==> config.mk <==
export PLATFORM = sky130hd
export DESIGN_NAME = instr_encoder
export DESIGN_NICKNAME = d
export VERILOG_FILES = /design/src/rtl/instr_encoder.sv
export SDC_FILE = /design/constraint.sdc
export NUM_CORES = 1
export LEC_CHECK = 0
export ABC_AREA = 1
export CAP_MARGIN = 20
export CORE_AREA = 2 2 84 86
export CTS_CLUSTER_SIZE = 24
export DETAILED_ROUTE_END_ITERATION = 12
export DIE_AREA = 0 0 86 88
export PLACE_DENSITY_LB_ADDON = 0.12
export SLEW_MARGIN = 20
export SYNTH_ARGS = -nofsm -noshare
export SYNTH_HDL_FRONTEND = slang
export SYNTH_SLANG_ARGS = --single-unit
==> constraint.sdc <==
create_clock -name clk -period 1.89 [get_ports clk]
set_input_delay 0.378 -clock clk [delete_from_list [all_inputs] [get_ports clk]]
set_output_delay 0.378 -clock clk [all_outputs]
set_load 0.01 [all_outputs]
==> src/rtl/instr_encoder.sv <==
// instr_encoder
//   Program loader: packs decoded RV32 fields back into 32-bit instruction
//   words and writes them to consecutive instruction-memory word addresses.
//   B and J immediates arrive in half-word units (byte offset >> 1), matching
//   the decoder's convention.
//
//   Optional feature macro: IMM_RANGE_CHECK_EN
//     defined   -> imm must sign-extend from its format width, else err
//     undefined -> upper imm bits beyond the format width are ignored
//
// Parameters
//   ADDR_W     instruction memory word-address width (DEPTH = 2**ADDR_W)
//   BASE_ADDR  first word address written after reset/start
//
// Ports
//   clk, rst_n         clock (rising edge), asynchronous active-low reset
//   start              synchronous clear of count/err/full, wins over in_valid
//   in_valid/in_ready  field-set handshake (in_ready = !full && !err && !start)
//   opcode..imm        decoded instruction fields
//   mem_we/addr/wdata  instruction memory write port, one cycle after transfer
//   count              instructions accepted since reset/start
//   full               count == DEPTH
//   err                sticky illegal-opcode / immediate-range fault
module instr_encoder #(
  parameter int ADDR_W    = 8,
  parameter int BASE_ADDR = 0
) (
  input  logic              clk,
  input  logic              rst_n,
  input  logic              start,
  input  logic              in_valid,
  output logic              in_ready,
  input  logic [6:0]        opcode,
  input  logic [2:0]        func3,
  input  logic [6:0]        func7,
  input  logic [4:0]        rs1,
  input  logic [4:0]        rs2,
  input  logic [4:0]        rd,
  input  logic [20:0]       imm,
  output logic              mem_we,
  output logic [ADDR_W-1:0] mem_addr,
  output logic [31:0]       mem_wdata,
  output logic [ADDR_W:0]   count,
  output logic              full,
  output logic              err
);

  localparam logic [ADDR_W:0]   DEPTH = (ADDR_W+1)'(1) << ADDR_W;
  localparam logic [ADDR_W-1:0] BASE  = ADDR_W'(BASE_ADDR);

  localparam logic [6:0] OP_R    = 7'b0110011;
  localparam logic [6:0] OP_I    = 7'b0010011;
  localparam logic [6:0] OP_L    = 7'b0000011;
  localparam logic [6:0] OP_JALR = 7'b1100111;
  localparam logic [6:0] OP_S    = 7'b0100011;
  localparam logic [6:0] OP_B    = 7'b1100011;
  localparam logic [6:0] OP_JAL  = 7'b1101111;

  typedef enum logic [2:0] {
    FMT_R,
    FMT_I,
    FMT_S,
    FMT_B,
    FMT_J,
    FMT_BAD
  } fmt_t;

  fmt_t        fmt;
  logic [31:0] enc;
  logic        range_ok;
  logic        xfer;
  logic        accept;
  logic        reject;

  // Classify the opcode into its encoding format; anything unknown
  // (including X) falls through to FMT_BAD and is rejected.
  always_comb begin
    fmt = FMT_BAD;
    case (opcode)
      OP_R:                 fmt = FMT_R;
      OP_I, OP_L, OP_JALR:  fmt = FMT_I;
      OP_S:                 fmt = FMT_S;
      OP_B:                 fmt = FMT_B;
      OP_JAL:               fmt = FMT_J;
      default:              fmt = FMT_BAD;
    endcase
  end

  // Pack the fields. Each format only touches the fields it owns so that
  // don't-care inputs on the others never reach the memory word.
  always_comb begin
    enc = '0;
    case (fmt)
      FMT_R: enc = {func7, rs2, rs1, func3, rd, opcode};
      FMT_I: enc = {imm[11:0], rs1, func3, rd, opcode};
      FMT_S: enc = {imm[11:5], rs2, rs1, func3, imm[4:0], opcode};
      FMT_B: enc = {imm[11], imm[9:4], rs2, rs1, func3, imm[3:0], imm[10], opcode};
      FMT_J: enc = {imm[19], imm[9:0], imm[10], imm[18:11], rd, opcode};
      default: enc = '0;
    endcase
  end

`ifdef IMM_RANGE_CHECK_EN
  // The supplied immediate must be a proper sign extension of the bits the
  // format can actually hold; R-type has no immediate to check.
  always_comb begin
    range_ok = 1'b1;
    case (fmt)
      FMT_I, FMT_S, FMT_B: range_ok = (imm[20:11] == {10{imm[11]}});
      FMT_J:               range_ok = (imm[20] == imm[19]);
      default:             range_ok = 1'b1;
    endcase
  end
`else
  // Without the check imm[20] is never encoded anywhere.
  logic unused_imm;
  assign unused_imm = imm[20];
  assign range_ok   = 1'b1;
`endif

  assign full     = (count == DEPTH);
  assign in_ready = !full && !err && !start;
  assign xfer     = in_valid && in_ready;
  assign accept   = xfer && (fmt != FMT_BAD) && range_ok;
  assign reject   = xfer && !accept;

  // Write port is registered: a word accepted at one edge is presented for
  // exactly the following cycle. start only clears bookkeeping, so a write
  // already in flight completes at the address it was given.
  always_ff @(posedge clk or negedge rst_n) begin
    if (!rst_n) begin
      mem_we    <= 1'b0;
      mem_addr  <= '0;
      mem_wdata <= '0;
      count     <= '0;
      err       <= 1'b0;
    end else begin
      mem_we <= accept;
      if (accept) begin
        mem_addr  <= BASE + count[ADDR_W-1:0];
        mem_wdata <= enc;
      end
      if (start) begin
        count <= '0;
        err   <= 1'b0;
      end else begin
        if (accept) count <= count + (ADDR_W+1)'(1);
        if (reject) err   <= 1'b1;
      end
    end
  end

endmodule
==> impl_metrics.toml, run 1 <==
[global_route]
grt_util_met2_pct = 40.03
grt_max_degree = 25
grt_pass1_wl_um = 13570
grt_antenna_before_repair = 0
grt_use_total_pct = 22.33
use_met1_pct = 27.77
first_global_vias = 3048
grt_overflow_total = 0
grt_busiest_layer = "met2"
met3_usage_pct = 2.356

[clock_tree]
tritoncts = "built"
htreeDepth = 2
root_buffer = "clkbuf_8"
cts.path.max_buffers = 2
ctsHoldBuffers = 0
clock-sinks = 51
clock_insertion_delay_worst_skew_ps = 300
cts_inserted_buffers = 5
clk_pin_slew_worst_paths_ps = 100

[worst_setup_path]
cp_max_fo = 4
crit_path_start = "count[0]"
worst_setup_path_start_kind = "flip-flop"
cp-end-kind = "primary output"
timing_worst_setup_path_type = "flip-flop to primary output"
biggest_cell_delay_along_the_critical_path_ps = 480
ff2ff_path_depth = 13
critPathArrivalTime_ps = 1460
critical_path.reg2reg.startpoint = "count[0]"
cells_traversed_along_the_worst_timing_path = "buf_4, buf_4, clkdlybuf4s50_1"
worst_ep_required_time_ps = 1510
critical_path.slowest_cell = "clkdlybuf4s50_1"
critPathMostFrequentCell = "buf_4"

[yosys]
count_of_mapped_cells_out_of_synthesis = 401
cell_type_with_the_largest_total_area_after_synthesis = "dfrtp_1"
post_synth_mux_area_share_pct = 0
post_synth_edffs = 0
simple_gate_share_of_the_synthesized_area_pct = 38.40
synth-seq-cells = 51
yosys_most_used_dff = "dfrtp_1"
synth_top_family_by_area = "simple AND/OR/NAND/NOR gates"
synthMostInstantiatedCell = "nand2_1"
synthesis.yosys.warnings = 0
post_synth_main_area_contributors = "dfrtp_1, nand2_1, nand3_1"
synthArstFlopShare_pct = 100.0
synth-adder-area-share_pct = 0.8707
synth_xor_area_share_pct = 0.9142
synth-compound-area-share_pct = 6.400
syn-cell-area_um2 = 2874
post_synth_most_frequent_cells = "nand2_1, dfrtp_1, nand3_1, inv_1"
synth_top_cell_area_share_pct = 44.41
ys_seq_area_share_pct = 44.41
syn-mean-instance-area_um2 = 7.167
synth_fp_nets = 460
netlist-cell-type-count = 25

[sta]
final-setup-viol-count = 0
number_of_max_slew_violations_in_the_final_report = 0
timing.fmax_mhz = 542.9
max_slew.worst_pin.slew_ps = 480.4
skew_final_ps = 7.417
sum_neg_setup_slack_ps = 0
finalCriticalPeriod_ps = 1842
rsz0062_at_grt = "yes"
min_period_over_period_pct = 97.45
worst_rel_slew_slack_pct = 67.97
final_hold_viol_count = 0

[drt]
vias = 3047
drc = 0
drtAntennaViolNets = 0
drt_first_iter_violations = 159
detail_route.first_pass.iterations = 4
post_drt_via_cell_ratio = 4.891
routed_wire_length_um = 8047
detail_route.wl_per_cell_um = 12.92

[placement]
numPortBuffers = 108
detailed_placement_wirelength_estimate_um = 6253
gp_congestion = 0.9325

[power]
power-per-cell-area_nw_per_um2 = 502.6
p_leak_nw = 2.212
ir_drop_worst_case_vdd_mv = 0.2837

[layout]
layout.core_utilization_pct = 66.40
fraction_of_layout_cells_with_a_size_suffix_above_1_pct = 13.44
area_growth_syn_to_layout_pct = 53.50
final_net_count = 601
diodes = 0

[floorplan]
placement_rows = 30
coreArea_um2 = 6644
initial_core_util_pct = 43.26
top_level_ports = 110
chipWidth_um = 86
floorplan.die_area_um2 = 7568
die_h_um = 88

[job]
maxCapViolCount = 0

[outcome]
result_of_the_run = "finished clean"

[hold_path]
hp-class = "input port to async pin"
## worst paths after layout
path | endpoint | slack [ps]
max | count[0] | 50
min | mem_wdata[19] | 20
max reg2reg | mem_wdata[20] | 170
min reg2reg | mem_wdata[1] | 470
max in group asynchronous | mem_wdata[21] | 1250
min in group clk | mem_wdata[1] | 470
## per-layer routing
layer,routed length [um],vias up
li1,-,1561
met1,3496,1388
met2,4051,86
met3,341,12
met4,158,0
met5,0,-
## state kept, by name (all words and copies together), names as in the netlist
name and cells:
count 9, err 1, mem_wdata 32, mem_addr 8, mem_we 1
## cells in the final DEF (no fill, tap or decap), drive strengths merged
master         netlist  final
nand2              169    169
clkdlybuf4s50        0    105
dfrtp               51     51
nand3               50     50
buf                 16     45
inv                 39     40
o21ai               23     23
nand4               19     19
nor2                13     13
a21boi               8      8
clkbuf               2      7
xor2                 3      3
or2                  2      2
ha                   2      2
clkinvlp             0      2
a21oi                1      1
nand3b               1      1
clkinv               1      1
nor3                 1      1
## area by class of cell
type / count / area, um2
flip-flops and latches: 51 / 1276
fillers: 598 / 2232
multi-input cells: 292 / 1356
clock inverters: 3 / 23.77
well taps: 80 / 100.1
inverters: 40 / 150.1
clock buffers: 5 / 68.82
repair buffers: 152 / 1436
## report_power, final
group / internal [mW] / switching, mW / leakage (nW) / total [mW]
Combinational: 0.237 / 0.175 / 1.47 / 0.413
Clock: 0.265 / 0.377 / 0.0408 / 0.643
Sequential: 1.14 / 0.0252 / 0.703 / 1.16
Total: 1.64 / 0.578 / 2.21 / 2.22
## per-stage QoR
stage,cells,cell area [um2],setup WS [ps],power (mW),hold slack (ps)
detailed placement,613,4282,-149.4,1.597,368.2
global placement,613,4282,-115.6,1.589,360.8
finish,623,4412,48.16,2.217,19.29
CTS,621,4373,34.03,2.240,34.71
floorplan,401,2874,295.5,1.297,82.41
global route,623,4412,-23.24,2.329,39.98
## kinds of logic (layout without fill, tap and decap cells)
family / count (synthesis) / count (layout)
buf+inv: 58 / 200
simple gates: 255 / 255
fa+ha+maj: 2 / 2
flops: 51 / 51
xor+xnor: 3 / 3
compound gates: 32 / 32
## worst max-delay path: cells and delay by family (launching register included)
kind     cells  cell delay, ps
flops        1             410
buf+inv      3             760
## repair_timing
action                     4_1_cts  5_1_grt
resized for setup                4       12
hold endpoints to repair         0        0
pin swaps                        0        3
setup buffers                    0        2
setup endpoints to repair        2       39
Power figures use the tool's default switching activity.
==> inputs of run 2 (changes only) <==
- SKIP_LAST_GASP: default -> 1
==> run 2 against run 1 <==
Net effect:
- clock-buffer cell count stayed put
- combinational power hardly changed
- via count shrank 0.46%
- power hardly changed
- utilization down 0.075 points
- clock skew up 0.85 ps
- sequential power is essentially flat
==> impl_metrics.toml, run 2 (synthesized netlist as in run 1, its figures left out) <==
[sta]
rsz0062_at_grt = "yes"
number_of_max_slew_violations_in_the_final_report = 0
max_slew.worst_pin.slew_ps = 479.4
min_period_over_period_pct = 97.71
final.hold.worst_slack_ps = 17.49
final-setup-viol-count = 0
worst_rel_slew_slack_pct = 68.04
skew_final_ps = 8.270
finalCriticalPeriod_ps = 1847
timing.fmax_mhz = 541.5
final_hold_viol_count = 0

[worst_setup_path]
cp-end-kind = "primary output"
biggest_cell_delay_along_the_critical_path_ps = 480
critical_path.reg2reg.startpoint = "count[0]"
critPathMostFrequentCell = "buf_4"
worst_ep_required_time_ps = 1510
critical_path.slowest_cell = "clkdlybuf4s50_1"
cp_max_fo = 4
worst_path_dominant_cell_family = "buffers and inverters"
critical_path.n_buffers_inverters = 3
timing_worst_setup_path_type = "flip-flop to primary output"
crit_path_start = "count[0]"
critPathArrivalTime_ps = 1470
cells_traversed_along_the_worst_timing_path = "buf_4, buf_4, clkdlybuf4s50_1"
reg2reg_slack_ps = 160
worst_setup_path_start_kind = "flip-flop"

[placement]
dp_cells = 613
placed_area_um2 = 4282
gp_congestion = 0.9325
detailed_placement_wirelength_estimate_um = 6253
numPortBuffers = 108

[layout]
mostFrequentLayoutCell = "nand2_1"
diodes = 0
largest_register_ff_count = 32
fraction_of_layout_cells_with_a_size_suffix_above_1_pct = 13.08
largest_registers = "mem_wdata x32, count x9, mem_addr x8"
area_growth_syn_to_layout_pct = 53.33
stdcell_area_um2 = 4407
mostFrequentLayoutCells = "nand2_1, clkdlybuf4s50_1, dfrtp_1"
largest-register = "mem_wdata"
final_net_count = 601
nFillCells = 599
layout.cells.non_filler = 623

[floorplan]
placement_rows = 30
initial_core_util_pct = 43.26
die_h_um = 88
top_level_ports = 110
coreArea_um2 = 6644
floorplan.die_area_um2 = 7568
chipWidth_um = 86

[global_route]
grt_overflow_total = 0
grt_max_degree = 25
grt_use_total_pct = 22.33
grt_pass1_wl_um = 13570
grt_antenna_before_repair = 0
first_global_vias = 3048

[clock_tree]
clock-sinks = 51
cts_inserted_buffers = 5
ctsHoldBuffers = 0
clk_pin_slew_worst_paths_ps = 100
tritoncts = "built"
cts.path.max_buffers = 2
clock_insertion_delay_worst_skew_ps = 300
htreeDepth = 2
root_buffer = "clkbuf_8"

[hold_path]
hp-class = "input port to async pin"

[drt]
post_drt_via_cell_ratio = 4.868
drt_first_iter_violations = 131
drc = 0
detail_route.first_pass.iterations = 4
vias = 3033
routed_wire_length_um = 8005
drtAntennaViolNets = 0
detail_route.wl_per_cell_um = 12.85

[power]
p_leak_nw = 2.210
ir_drop_worst_case_vdd_mv = 0.2837
power-per-cell-area_nw_per_um2 = 503.3

[job]
maxCapViolCount = 0

[outcome]
result_of_the_run = "finished clean"
[run 2: cell counts in the layout (fill, tap and decap cells not counted)]
Identical to the previous run, type by type.
[run 2: worst paths after layout]
| check | end | depth (start not counted) |
|---|---|---|
| setup reg to reg | mem_wdata[20] | 13 |
| hold reg to reg | mem_wdata[1] | 1 |
| setup / recovery | count[0] | 3 |
| max in group asynchronous | mem_wdata[21] | 2 |
| hold / removal | mem_wdata[19] | 1 |
| min in group clk | mem_wdata[1] | 1 |
[run 2: repair_timing]
action | CTS | global route
buffers inserted | 0 | 2
setup endpoints to repair | 2 | 39
pin swaps | 0 | 2
gates resized for setup | 4 | 10
[run 2: final cells by class]
cell class              instances  area, um2  area share, %
clock buffers                   5      68.82          1.562
clock inverters                 3      23.77         0.5395
inverters                      40      150.1          3.407
multi-input cells             292       1351          30.66
flip-flops and latches         51       1276          28.96
well taps                      80      100.1          2.271
repair buffers                152       1436          32.60
[run 2: where the power goes]
part / internal [mW] / leakage (nW) / switching, mW / total (mW)
sequential: 1.14 / 0.703 / 0.0251 / 1.16
combinational: 0.237 / 1.47 / 0.174 / 0.411
clock: 0.266 / 0.0408 / 0.379 / 0.644
[run 2: layer usage]
layer  vias up  routed length [um]  track usage [%]
li1       1558                   -                -
met1      1377                3479            27.77
met2        88                4024            40.03
met3        10                 347            2.356
met4         0                 154            8.369
met5         -                   0                0
[run 2: per-stage QoR]
stage	total power [mW]	setup TNS (ps)	worst slack (ps)	utilization, %
2_1_floorplan	1.297	0	295.5	-
3_3_place_gp	1.589	-2726	-115.6	64.44
3_5_place_dp	1.597	-5053	-149.4	64.44
4_1_cts	2.240	0	34.03	65.82
5_1_grt	2.328	-851.6	-71.15	66.33
6_report	2.218	0	43.19	66.33
==> inputs of run 3 (changes only) <==
- GPL_TIMING_DRIVEN: default -> 1
- SKIP_LAST_GASP: 1 -> default
==> results of run 3 <==
No change in the layout: final DEF, timing and power equal those of run 1.
